File: config.mk
export PLATFORM = sky130hd
export DESIGN_NAME = aq_gemac_arp_resp
export DESIGN_NICKNAME = d
export VERILOG_FILES = /design/src/rtl/aq_gemac_arp_resp.sv
export SDC_FILE = /design/constraint.sdc
export NUM_CORES = 1
export LEC_CHECK = 0
export CAP_MARGIN = 20
export CORE_UTILIZATION = 35
export CTS_CLUSTER_SIZE = 16
export DETAILED_ROUTE_END_ITERATION = 12
export PLACE_DENSITY = 0.64
export SYNTH_ARGS = -nofsm -noshare
export SYNTH_HDL_FRONTEND = slang
export SYNTH_SLANG_ARGS = --single-unit
File: constraint.sdc
create_clock -name CLK -period 3.9 [get_ports CLK]
set_clock_uncertainty 0.2 [all_clocks]
set_input_delay 0.39 -clock CLK [delete_from_list [all_inputs] [get_ports CLK]]
set_output_delay 0.39 -clock CLK [all_outputs]
set_load 0.1 [all_outputs]
File: src/rtl/aq_gemac_arp_resp.sv
// ARP responder for the Giga Ethernet MAC.
// Pops each complete frame from the MAC RX buffer and checks it for an ARP
// request for the local IP. A matching request produces a 60-byte ARP reply,
// which is written to the MAC TX buffer as REPLY_WORDS 32-bit words.
// Ports:
//   CLK, RST_N          system clock, synchronous active-low reset
//   ENABLE              accept new frames (only looked at in IDLE)
//   MAC_ADDRESS         local MAC; wire byte k = bits [8k+7:8k]
//   IP_ADDRESS          local IP, same byte order
//   RX_BUFF_*           RX pop port (data valid the cycle after RE)
//   TX_BUFF_*           TX write port (START/END qualify WE)
//   REPLY_COUNT         replies sent (wraps)
//   DROP_COUNT          frames discarded (wraps)
// Handshakes: RX_BUFF_RE pops one word only while RX_BUFF_EMPTY=0, and that
// word is taken from RX_BUFF_DATA one cycle later. TX_BUFF_WE is only raised
// while TX_BUFF_FULL=0, and a word counts as written on every cycle WE=1.
module aq_gemac_arp_resp #(
    parameter int REPLY_WORDS = 15
) (
    input  logic        CLK,
    input  logic        RST_N,
    input  logic        ENABLE,
    input  logic [47:0] MAC_ADDRESS,
    input  logic [31:0] IP_ADDRESS,
    output logic        RX_BUFF_RE,
    input  logic [31:0] RX_BUFF_DATA,
    input  logic        RX_BUFF_EMPTY,
    input  logic        RX_BUFF_VALID,
    input  logic [15:0] RX_BUFF_LENGTH,
    input  logic [15:0] RX_BUFF_STATUS,
    output logic        TX_BUFF_WE,
    output logic        TX_BUFF_START,
    output logic        TX_BUFF_END,
    input  logic        TX_BUFF_READY,
    output logic [31:0] TX_BUFF_DATA,
    input  logic        TX_BUFF_FULL,
    input  logic [9:0]  TX_BUFF_SPACE,
    output logic [15:0] REPLY_COUNT,
    output logic [15:0] DROP_COUNT
);

    typedef enum logic [2:0] {
        S_IDLE, S_READ, S_CHECK, S_WAIT_TX, S_SEND
    } state_t;

    localparam logic [9:0] SPACE_NEED = 10'(REPLY_WORDS);
    localparam logic [3:0] LAST_IDX   = 4'(REPLY_WORDS - 1);

    state_t      state_q, state_d;
    logic [14:0] words_q, words_d;
    logic [14:0] issued_q, issued_d;
    logic [14:0] rcv_q, rcv_d;
    logic        rd_pend_q, rd_pend_d;
    logic        status_ok_q, status_ok_d;
    logic        len_ok_q, len_ok_d;
    logic        type_ok_q, type_ok_d;
    logic        proto_ok_q, proto_ok_d;
    logic        oper_ok_q, oper_ok_d;
    logic [15:0] tpa_lo_q, tpa_lo_d;
    logic [15:0] tpa_hi_q, tpa_hi_d;
    logic [47:0] sha_q, sha_d;
    logic [31:0] spa_q, spa_d;
    logic [3:0]  idx_q, idx_d;
    logic [15:0] reply_cnt_q, reply_cnt_d;
    logic [15:0] drop_cnt_q, drop_cnt_d;

    logic [16:0] len_sum;
    logic [14:0] len_words;
    logic [31:0] reply_word;
    logic        re, we, start, last;
    logic [31:0] tx_data;

    // Frame length rounded up to whole words; a zero length still pops one.
    assign len_sum   = {1'b0, RX_BUFF_LENGTH} + 17'd3;
    assign len_words = len_sum[16:2];

    always_comb begin
        reply_word = '0;
        case (idx_q)
            4'd0:    reply_word = sha_q[31:0];
            4'd1:    reply_word = {MAC_ADDRESS[15:0], sha_q[47:32]};
            4'd2:    reply_word = MAC_ADDRESS[47:16];
            4'd3:    reply_word = 32'h01000608;
            4'd4:    reply_word = 32'h04060008;
            4'd5:    reply_word = {MAC_ADDRESS[15:0], 16'h0200};
            4'd6:    reply_word = MAC_ADDRESS[47:16];
            4'd7:    reply_word = IP_ADDRESS;
            4'd8:    reply_word = sha_q[31:0];
            4'd9:    reply_word = {spa_q[15:0], sha_q[47:32]};
            4'd10:   reply_word = {16'h0000, spa_q[31:16]};
            default: reply_word = '0;
        endcase
    end

    always_comb begin
        state_d     = state_q;
        words_d     = words_q;
        issued_d    = issued_q;
        rcv_d       = rcv_q;
        rd_pend_d   = 1'b0;
        status_ok_d = status_ok_q;
        len_ok_d    = len_ok_q;
        type_ok_d   = type_ok_q;
        proto_ok_d  = proto_ok_q;
        oper_ok_d   = oper_ok_q;
        tpa_lo_d    = tpa_lo_q;
        tpa_hi_d    = tpa_hi_q;
        sha_d       = sha_q;
        spa_d       = spa_q;
        idx_d       = idx_q;
        reply_cnt_d = reply_cnt_q;
        drop_cnt_d  = drop_cnt_q;
        re          = 1'b0;
        we          = 1'b0;
        start       = 1'b0;
        last        = 1'b0;
        tx_data     = '0;

        case (state_q)
            S_IDLE: begin
                if (ENABLE && RX_BUFF_VALID) begin
                    words_d     = (len_words == 15'd0) ? 15'd1 : len_words;
                    status_ok_d = (RX_BUFF_STATUS == 16'h0000);
                    len_ok_d    = (RX_BUFF_LENGTH >= 16'd42);
                    issued_d    = '0;
                    rcv_d       = '0;
                    type_ok_d   = 1'b0;
                    proto_ok_d  = 1'b0;
                    oper_ok_d   = 1'b0;
                    state_d     = S_READ;
                end
            end
            S_READ: begin
                re        = (issued_q < words_q) && !RX_BUFF_EMPTY;
                rd_pend_d = re;
                if (re) issued_d = issued_q + 15'd1;
                // The word popped last cycle is on RX_BUFF_DATA now.
                if (rd_pend_q) begin
                    case (rcv_q)
                        15'd3:  type_ok_d  = (RX_BUFF_DATA == 32'h01000608);
                        15'd4:  proto_ok_d = (RX_BUFF_DATA == 32'h04060008);
                        15'd5: begin
                            oper_ok_d     = (RX_BUFF_DATA[15:0] == 16'h0100);
                            sha_d[15:0]   = RX_BUFF_DATA[31:16];
                        end
                        15'd6:  sha_d[47:16] = RX_BUFF_DATA;
                        15'd7:  spa_d        = RX_BUFF_DATA;
                        15'd9:  tpa_lo_d     = RX_BUFF_DATA[31:16];
                        15'd10: tpa_hi_d     = RX_BUFF_DATA[15:0];
                        default: ;
                    endcase
                    rcv_d = rcv_q + 15'd1;
                    if (rcv_q + 15'd1 == words_q) state_d = S_CHECK;
                end
            end
            S_CHECK: begin
                // len_ok guarantees every checked word was actually captured.
                if (status_ok_q && len_ok_q && type_ok_q && proto_ok_q &&
                    oper_ok_q && ({tpa_hi_q, tpa_lo_q} == IP_ADDRESS)) begin
                    state_d = S_WAIT_TX;
                end else begin
                    drop_cnt_d = drop_cnt_q + 16'd1;
                    state_d    = S_IDLE;
                end
            end
            S_WAIT_TX: begin
                if (TX_BUFF_READY && !TX_BUFF_FULL && (TX_BUFF_SPACE >= SPACE_NEED)) begin
                    idx_d   = '0;
                    state_d = S_SEND;
                end
            end
            S_SEND: begin
                tx_data = reply_word;
                if (!TX_BUFF_FULL) begin
                    we    = 1'b1;
                    start = (idx_q == 4'd0);
                    last  = (idx_q == LAST_IDX);
                    if (last) begin
                        reply_cnt_d = reply_cnt_q + 16'd1;
                        state_d     = S_IDLE;
                    end else begin
                        idx_d = idx_q + 4'd1;
                    end
                end
            end
            default: state_d = S_IDLE;
        endcase
    end

    always_ff @(posedge CLK) begin
        if (!RST_N) begin
            state_q     <= S_IDLE;
            words_q     <= '0;
            issued_q    <= '0;
            rcv_q       <= '0;
            rd_pend_q   <= 1'b0;
            status_ok_q <= 1'b0;
            len_ok_q    <= 1'b0;
            type_ok_q   <= 1'b0;
            proto_ok_q  <= 1'b0;
            oper_ok_q   <= 1'b0;
            tpa_lo_q    <= '0;
            tpa_hi_q    <= '0;
            sha_q       <= '0;
            spa_q       <= '0;
            idx_q       <= '0;
            reply_cnt_q <= '0;
            drop_cnt_q  <= '0;
        end else begin
            state_q     <= state_d;
            words_q     <= words_d;
            issued_q    <= issued_d;
            rcv_q       <= rcv_d;
            rd_pend_q   <= rd_pend_d;
            status_ok_q <= status_ok_d;
            len_ok_q    <= len_ok_d;
            type_ok_q   <= type_ok_d;
            proto_ok_q  <= proto_ok_d;
            oper_ok_q   <= oper_ok_d;
            tpa_lo_q    <= tpa_lo_d;
            tpa_hi_q    <= tpa_hi_d;
            sha_q       <= sha_d;
            spa_q       <= spa_d;
            idx_q       <= idx_d;
            reply_cnt_q <= reply_cnt_d;
            drop_cnt_q  <= drop_cnt_d;
        end
    end

    assign RX_BUFF_RE    = re;
    assign TX_BUFF_WE    = we;
    assign TX_BUFF_START = start;
    assign TX_BUFF_END   = last;
    assign TX_BUFF_DATA  = tx_data;
    assign REPLY_COUNT   = reply_cnt_q;
    assign DROP_COUNT    = drop_cnt_q;

endmodule

Word level (Yosys, flattened, before mapping). Cells that the tools add are included. W data, S select, Z words.

Memories: 0. Bits in writable memories: 0. Bits in latches: 0. Output and inout bits: 68. Bits in read-only memories: 0. Register bits: 202.

Multipliers: 0. Shifts and indexed selects: 0. Divide/modulo/power cells: 0. Magnitude comparators: 3. Muxes and demuxes: 37. $add $sub $neg: 6. Bitwise gates (word level): 2. Reductions and logical operators: 34. Equal/unequal tests: 38.

Operators with widths (number): $pmux W32 S9 (1); $eq A15 B3 Y1 const B (4); $mux W15 (4); $pmux W15 S2 (2); $add A16 B1 Y16 const B (2); $eq A32 B25 Y1 const B (1); $eq A32 B27 Y1 const B (1); $eq A32 B32 Y1 (1); $mux W32 (1); $add A15 B1 Y15 const B (2); $eq A15 B4 Y1 const B (2); $reduce_and A3 Y1 (8); $mux W3 (6); $add A16 B2 Y17 const B (1); $eq A16 B9 Y1 const B (1); $eq A4 B3 Y1 const B (4); $eq A4 B4 Y1 const B (4); $ge A16 B6 Y1 const B (1); $logic_not A16 Y1 (1); $ne A2 B2 Y1 const B (8); $reduce_and A4 Y1 (4); $eq A15 B15 Y1 (1); $eq A15 B2 Y1 const B (1); $logic_not A15 Y1 (1); other kinds (24) (58).

Logic depth before layout (Yosys ltp).
Depth after elaboration: 7. Gate-level depth with buffers: 10.

Worst setup path before layout. OpenSTA, ideal clock, no wires.

Kind: flip-flop to output port. From: reg idx_q[0]. To: out TX_BUFF_START. Data required time: 3310 ps. Arrival: 3409 ps. Path slack: -99 ps. Cell stages (with the launch flop): 6. Path through: dfxtp_1 -> inv_1 -> ha_1 -> nor2b_1 -> clkbuf_1 -> nor3b_1.

Cells in the longest elaborated chain, start to end: 3.

Ends and longest elaborated chain: start: declaration (line 63) `logic [3:0] idx_q, idx_d;`; start signal: assignment (line 224) `idx_q <= idx_d;`; $logic_not A4 Y1 (line 176) `start = (idx_q == 4'd0);`; $mux W1 (line 174) `if (!TX_BUFF_FULL) begin`; $mux W1 (line 119) `case (state_q)`; end: declaration (line 32) `output logic TX_BUFF_START,`.

Every way passes these cells.

Final worst setup path.
From: reg idx_q[1]. To: out TX_BUFF_DATA[19].

Cells in the longest elaborated chain, start to end: 4. Elaborated cells on any way between the ends: 15. Those cells by class: 10 x eq/ne; 2 x mux; 3 x reduce/logical.

Ends and longest elaborated chain: $eq A4 B4 Y1 (tied with other cells) (line 79) `case (idx_q)`; $reduce_or A2 Y1 (no source line); $pmux W32 S9 * (line 79); $mux W32 * (line 119); end: declaration (line 35) `output logic [31:0] TX_BUFF_DATA,`.

Mark *: on every way between the ends. The rest lies on a longest branch, timed or not.

==> results.py <==
metrics = {
    "outcome": {
        "outcome": "finished clean",
    },
    "detailed_routing": {
        "dr.first_iter.drc_count": 887,
        "num_vias": 10460,
        "ant_nets": 0,
        "wl_per_cell_um": 17.62,
        "drcViolationCount": 0,
        "vias_per_cell": 5.437,
        "finalWirelength_um": 33910,
        "dr.pass1.iters": 5,
    },
    "cts": {
        "clkLatencyLatePin_ns": 0.52,
        "clkTransAtPathRegs_ns": 0.06,
        "cts_setup_buffers": 0,
        "cts-root-buf": "clkbuf_16",
        "cts_hold_buf": 0,
        "cts_sinks": 202,
        "cts-resized-gates": 0,
        "tritoncts": "built",
        "clock_path_buffers": 3,
        "htree_levels": 1,
        "cts_buffers": 23,
    },
    "floorplanning": {
        "rows": 63,
        "die_h_um": 176.2,
        "floorplan.initialDensity_pct": 35.75,
        "die_w_um": 176.2,
        "core_sq_um": 29720,
        "ioPinCount": 229,
        "die_area_sq_um": 31060,
    },
    "finish": {
        "multi_input_area_sq_um": 6155,
        "layout-drive-gt1-share_pct": 7.692,
        "nNetsFinal": 1703,
        "seqCellArea_sq_um": 4044,
        "nFillCells": 2831,
        "stdcell_area_sq_um": 14320,
        "diodes": 0,
        "syn2layout_area_growth_pct": 34.79,
    },
    "global_route": {
        "busiest_layer": "met2",
        "use_met3_pct": 3.445,
        "grt_usage_pct": 21.70,
        "grt_pass1_vias": 9885,
        "use_met2_pct": 34.94,
        "antenna_found_initial": 0,
        "grt_pass1_wl_um": 54060,
        "grtUsageMet1_pct": 30.30,
        "grt_start_max_net_pins": 66,
        "overflow": 0,
    },
    "power_and_ir_drop": {
        "p_leak_nw": 5.106,
        "p_per_area_nw_per_um2": 323.1,
        "p_int_w": 0.003538,
        "ir_worst_vdd_uv": 318.9,
        "p_switching_w": 0.001088,
        "power_w": 0.004626,
        "switching_share_pct": 23.52,
        "seqPwrFrac_pct": 45.4,
        "p_comb_share_pct": 9.2,
        "pwr-share-clk_pct": 45.4,
    },
    "synth": {
        "synth_area_leaders": "dfxtp_1 (38%), nand2_1 (7.5%), a21oi_1 (5.7%)",
        "synth_area_leader_cell": "dfxtp_1",
        "avgSynthCellArea_sq_um": 8.037,
        "ys_types": 66,
        "ys_seq_elements": 202,
        "seq_area_frac_synth_pct": 38.06,
        "synthArstFlopShare_pct": 0,
        "synthTopCellsByCount": "nand2_1 (211), dfxtp_1 (202), nor2_1 (127)",
        "synth_warnings": 0,
        "synthMuxAreaShare_pct": 5.181,
        "synth_compound_area_share_pct": 18.42,
        "synth_cells": 1322,
        "synth_top_area_share_pct": 38.06,
        "synth_simple_gate_area_share_pct": 23.74,
        "synth_area_sq_um": 10630,
        "ys.flop_type": "dfxtp_1",
        "synth-xor-area-share_pct": 7.501,
        "yosysMostFrequentCell": "nand2_1",
        "yosys.area_share.adder_pct": 2.944,
        "synth_top_family_by_area": "simple AND/OR/NAND/NOR gates",
        "syn_nets": 1508,
        "synth-edff-count": 0,
    },
    "worst_setup_path": {
        "rrSetupSlack_ns": 0.93,
        "path_max_fanout": 15,
        "crit_start": "idx_q[1]$_SDFFE_PN0P_",
        "r2r_cells": 7,
        "crit_type": "flip-flop to primary output",
        "cp-start-kind": "flip-flop",
        "required_ns": 3.31,
        "r2r-start": "tpa_hi_q[2]$_SDFFE_PN0P_",
        "cp-endpoint": "TX_BUFF_DATA[19]",
        "crit_arrival_ns": 2.98,
        "regToRegEndpoint": "DROP_COUNT[8]$_SDFFE_PN0P_",
        "end_kind": "primary output",
    },
    "placement": {
        "dpl_worst_slack_ns": 0.4324,
        "gp_congestion": 0.8457,
        "place_hpwl_um": 24450,
        "portBuffers": 228,
        "dpl_cell_area_sq_um": 13580,
    },
    "timing": {
        "max_freq_ghz": 0.2798,
        "tns_ns": 0,
        "finalCritPeriodShare_pct": 91.63,
        "setup_viol": 0,
        "hold_viol": 0,
        "min_period_ns": 3.574,
        "rsz0062_at_grt": "false",
        "worst_pin_slew_ns": 1.039,
        "fin_ws_ns": 0.3264,
        "timing.final.max_slew_violations": 0,
        "max-slew-margin-rel_pct": 30.51,
        "whs_ns": 0.2517,
    },
    "min_path": {
        "hold_path.class": "flip-flop to flip-flop",
    },
    "job": {
        "timing.max_cap.violations": 0,
    },
}
==> metrics by stage <==
step	utilization, %	cells
detailed placement	45.70	1882
global route	48.19	1924
floorplan	-	1322
global placement	45.70	1882
CTS	48.19	1924
finish	48.19	1924
==> worst min-delay path by stage <==
stage | startpoint | endpoint | slack, ns | cells past startpoint
3_3_place_gp | sha_q[44]$_SDFFE_PN0P_ | sha_q[44]$_SDFFE_PN0P_ | 0.24 | 2
6_report | sha_q[35]$_SDFFE_PN0P_ | sha_q[35]$_SDFFE_PN0P_ | 0.25 | 2
3_5_place_dp | sha_q[33]$_SDFFE_PN0P_ | sha_q[33]$_SDFFE_PN0P_ | 0.25 | 2
4_1_cts | sha_q[33]$_SDFFE_PN0P_ | sha_q[33]$_SDFFE_PN0P_ | 0.25 | 2
5_1_grt | sha_q[26]$_SDFFE_PN0P_ | sha_q[26]$_SDFFE_PN0P_ | 0.27 | 2
2_1_floorplan | sha_q[32]$_SDFFE_PN0P_ | sha_q[32]$_SDFFE_PN0P_ | 0.24 | 2
==> cells by family (layout without fill, tap and decap cells) <==
logic type / count (synthesis) / in the layout
DFF: 202 / 202
and+or+nand+nor: 531 / 531
adders and majority gates: 25 / 25
muxes: 55 / 55
AOI/OAI and AO/OA: 307 / 307
xor gates and xnor gates: 91 / 91
buffers and inverters: 111 / 323
==> metal layers <==
metal | vias to the layer above | wire length, um
li1 | 5078 | -
met1 | 4941 | 15360
met2 | 402 | 15220
met3 | 40 | 2792
met4 | 0 | 541
met5 | - | 0
==> worst max-delay path: stages (launching register included) <==
cell and delay [ns]:
dfxtp_1 0.35, inv_1 0.09, ha_1 0.45, nor2b_1 0.23, and2_1 0.59, a22oi_1 0.21
a31oi_1 0.32, buf_12 0.22
==> final cells by class <==
class                           instances  area share, %
Multi-Input combinational cell       1009          42.98
Sequential cell                       202          28.24
Timing Repair Buffer                  248          19.33
Clock buffer                           36          4.919
Tap cell                              390          3.407
Inverter                               33         0.8824
Clock inverter                          6         0.2534
==> cells in the final DEF (no fill, tap or decap), drive strengths merged, types with 10 or more instances in the layout <==
| master | Yosys | routed |
|---|---|---|
| a211oi | 14 | 14 |
| a21o | 10 | 10 |
| a21oi | 120 | 120 |
| a22oi | 56 | 56 |
| a31oi | 29 | 29 |
| and3 | 12 | 12 |
| buf | 16 | 56 |
| clkbuf | 62 | 36 |
| clkdlybuf4s50 | 0 | 192 |
| dfxtp | 202 | 202 |
| ha | 25 | 25 |
| inv | 33 | 34 |
| mux2i | 55 | 55 |
| nand2 | 213 | 213 |
| nand3 | 32 | 32 |
| nand3b | 14 | 14 |
| nand4 | 28 | 28 |
| nor2 | 130 | 130 |
| nor3 | 15 | 15 |
| nor4 | 27 | 27 |
| o21ai | 44 | 44 |
| or3 | 22 | 22 |
| xnor2 | 66 | 66 |
| xor2 | 25 | 25 |
==> flip-flops by register name, summed over array words and instances, names as in the netlist, 3 cells and up <==
signal / cells
sha_q: 48
state_q: 3
DROP_COUNT: 16
issued_q: 15
rcv_q: 15
words_q: 15
idx_q: 4
spa_q: 32
tpa_hi_q: 16
tpa_lo_q: 16
REPLY_COUNT: 16
==> power by group through the flow <==
stage	Sequential (W)	Clock [W]	Combinational, W
after floorplan	0.00213	0	0.000169
after global placement	0.00214	0	0.000421
after detailed placement	0.00214	0	0.000423
after CTS	0.00210	0.00215	0.000426
after global routing	0.00210	0.00224	0.000457
final	0.00210	0.00210	0.000426
(Power assumes the default switching activity.)
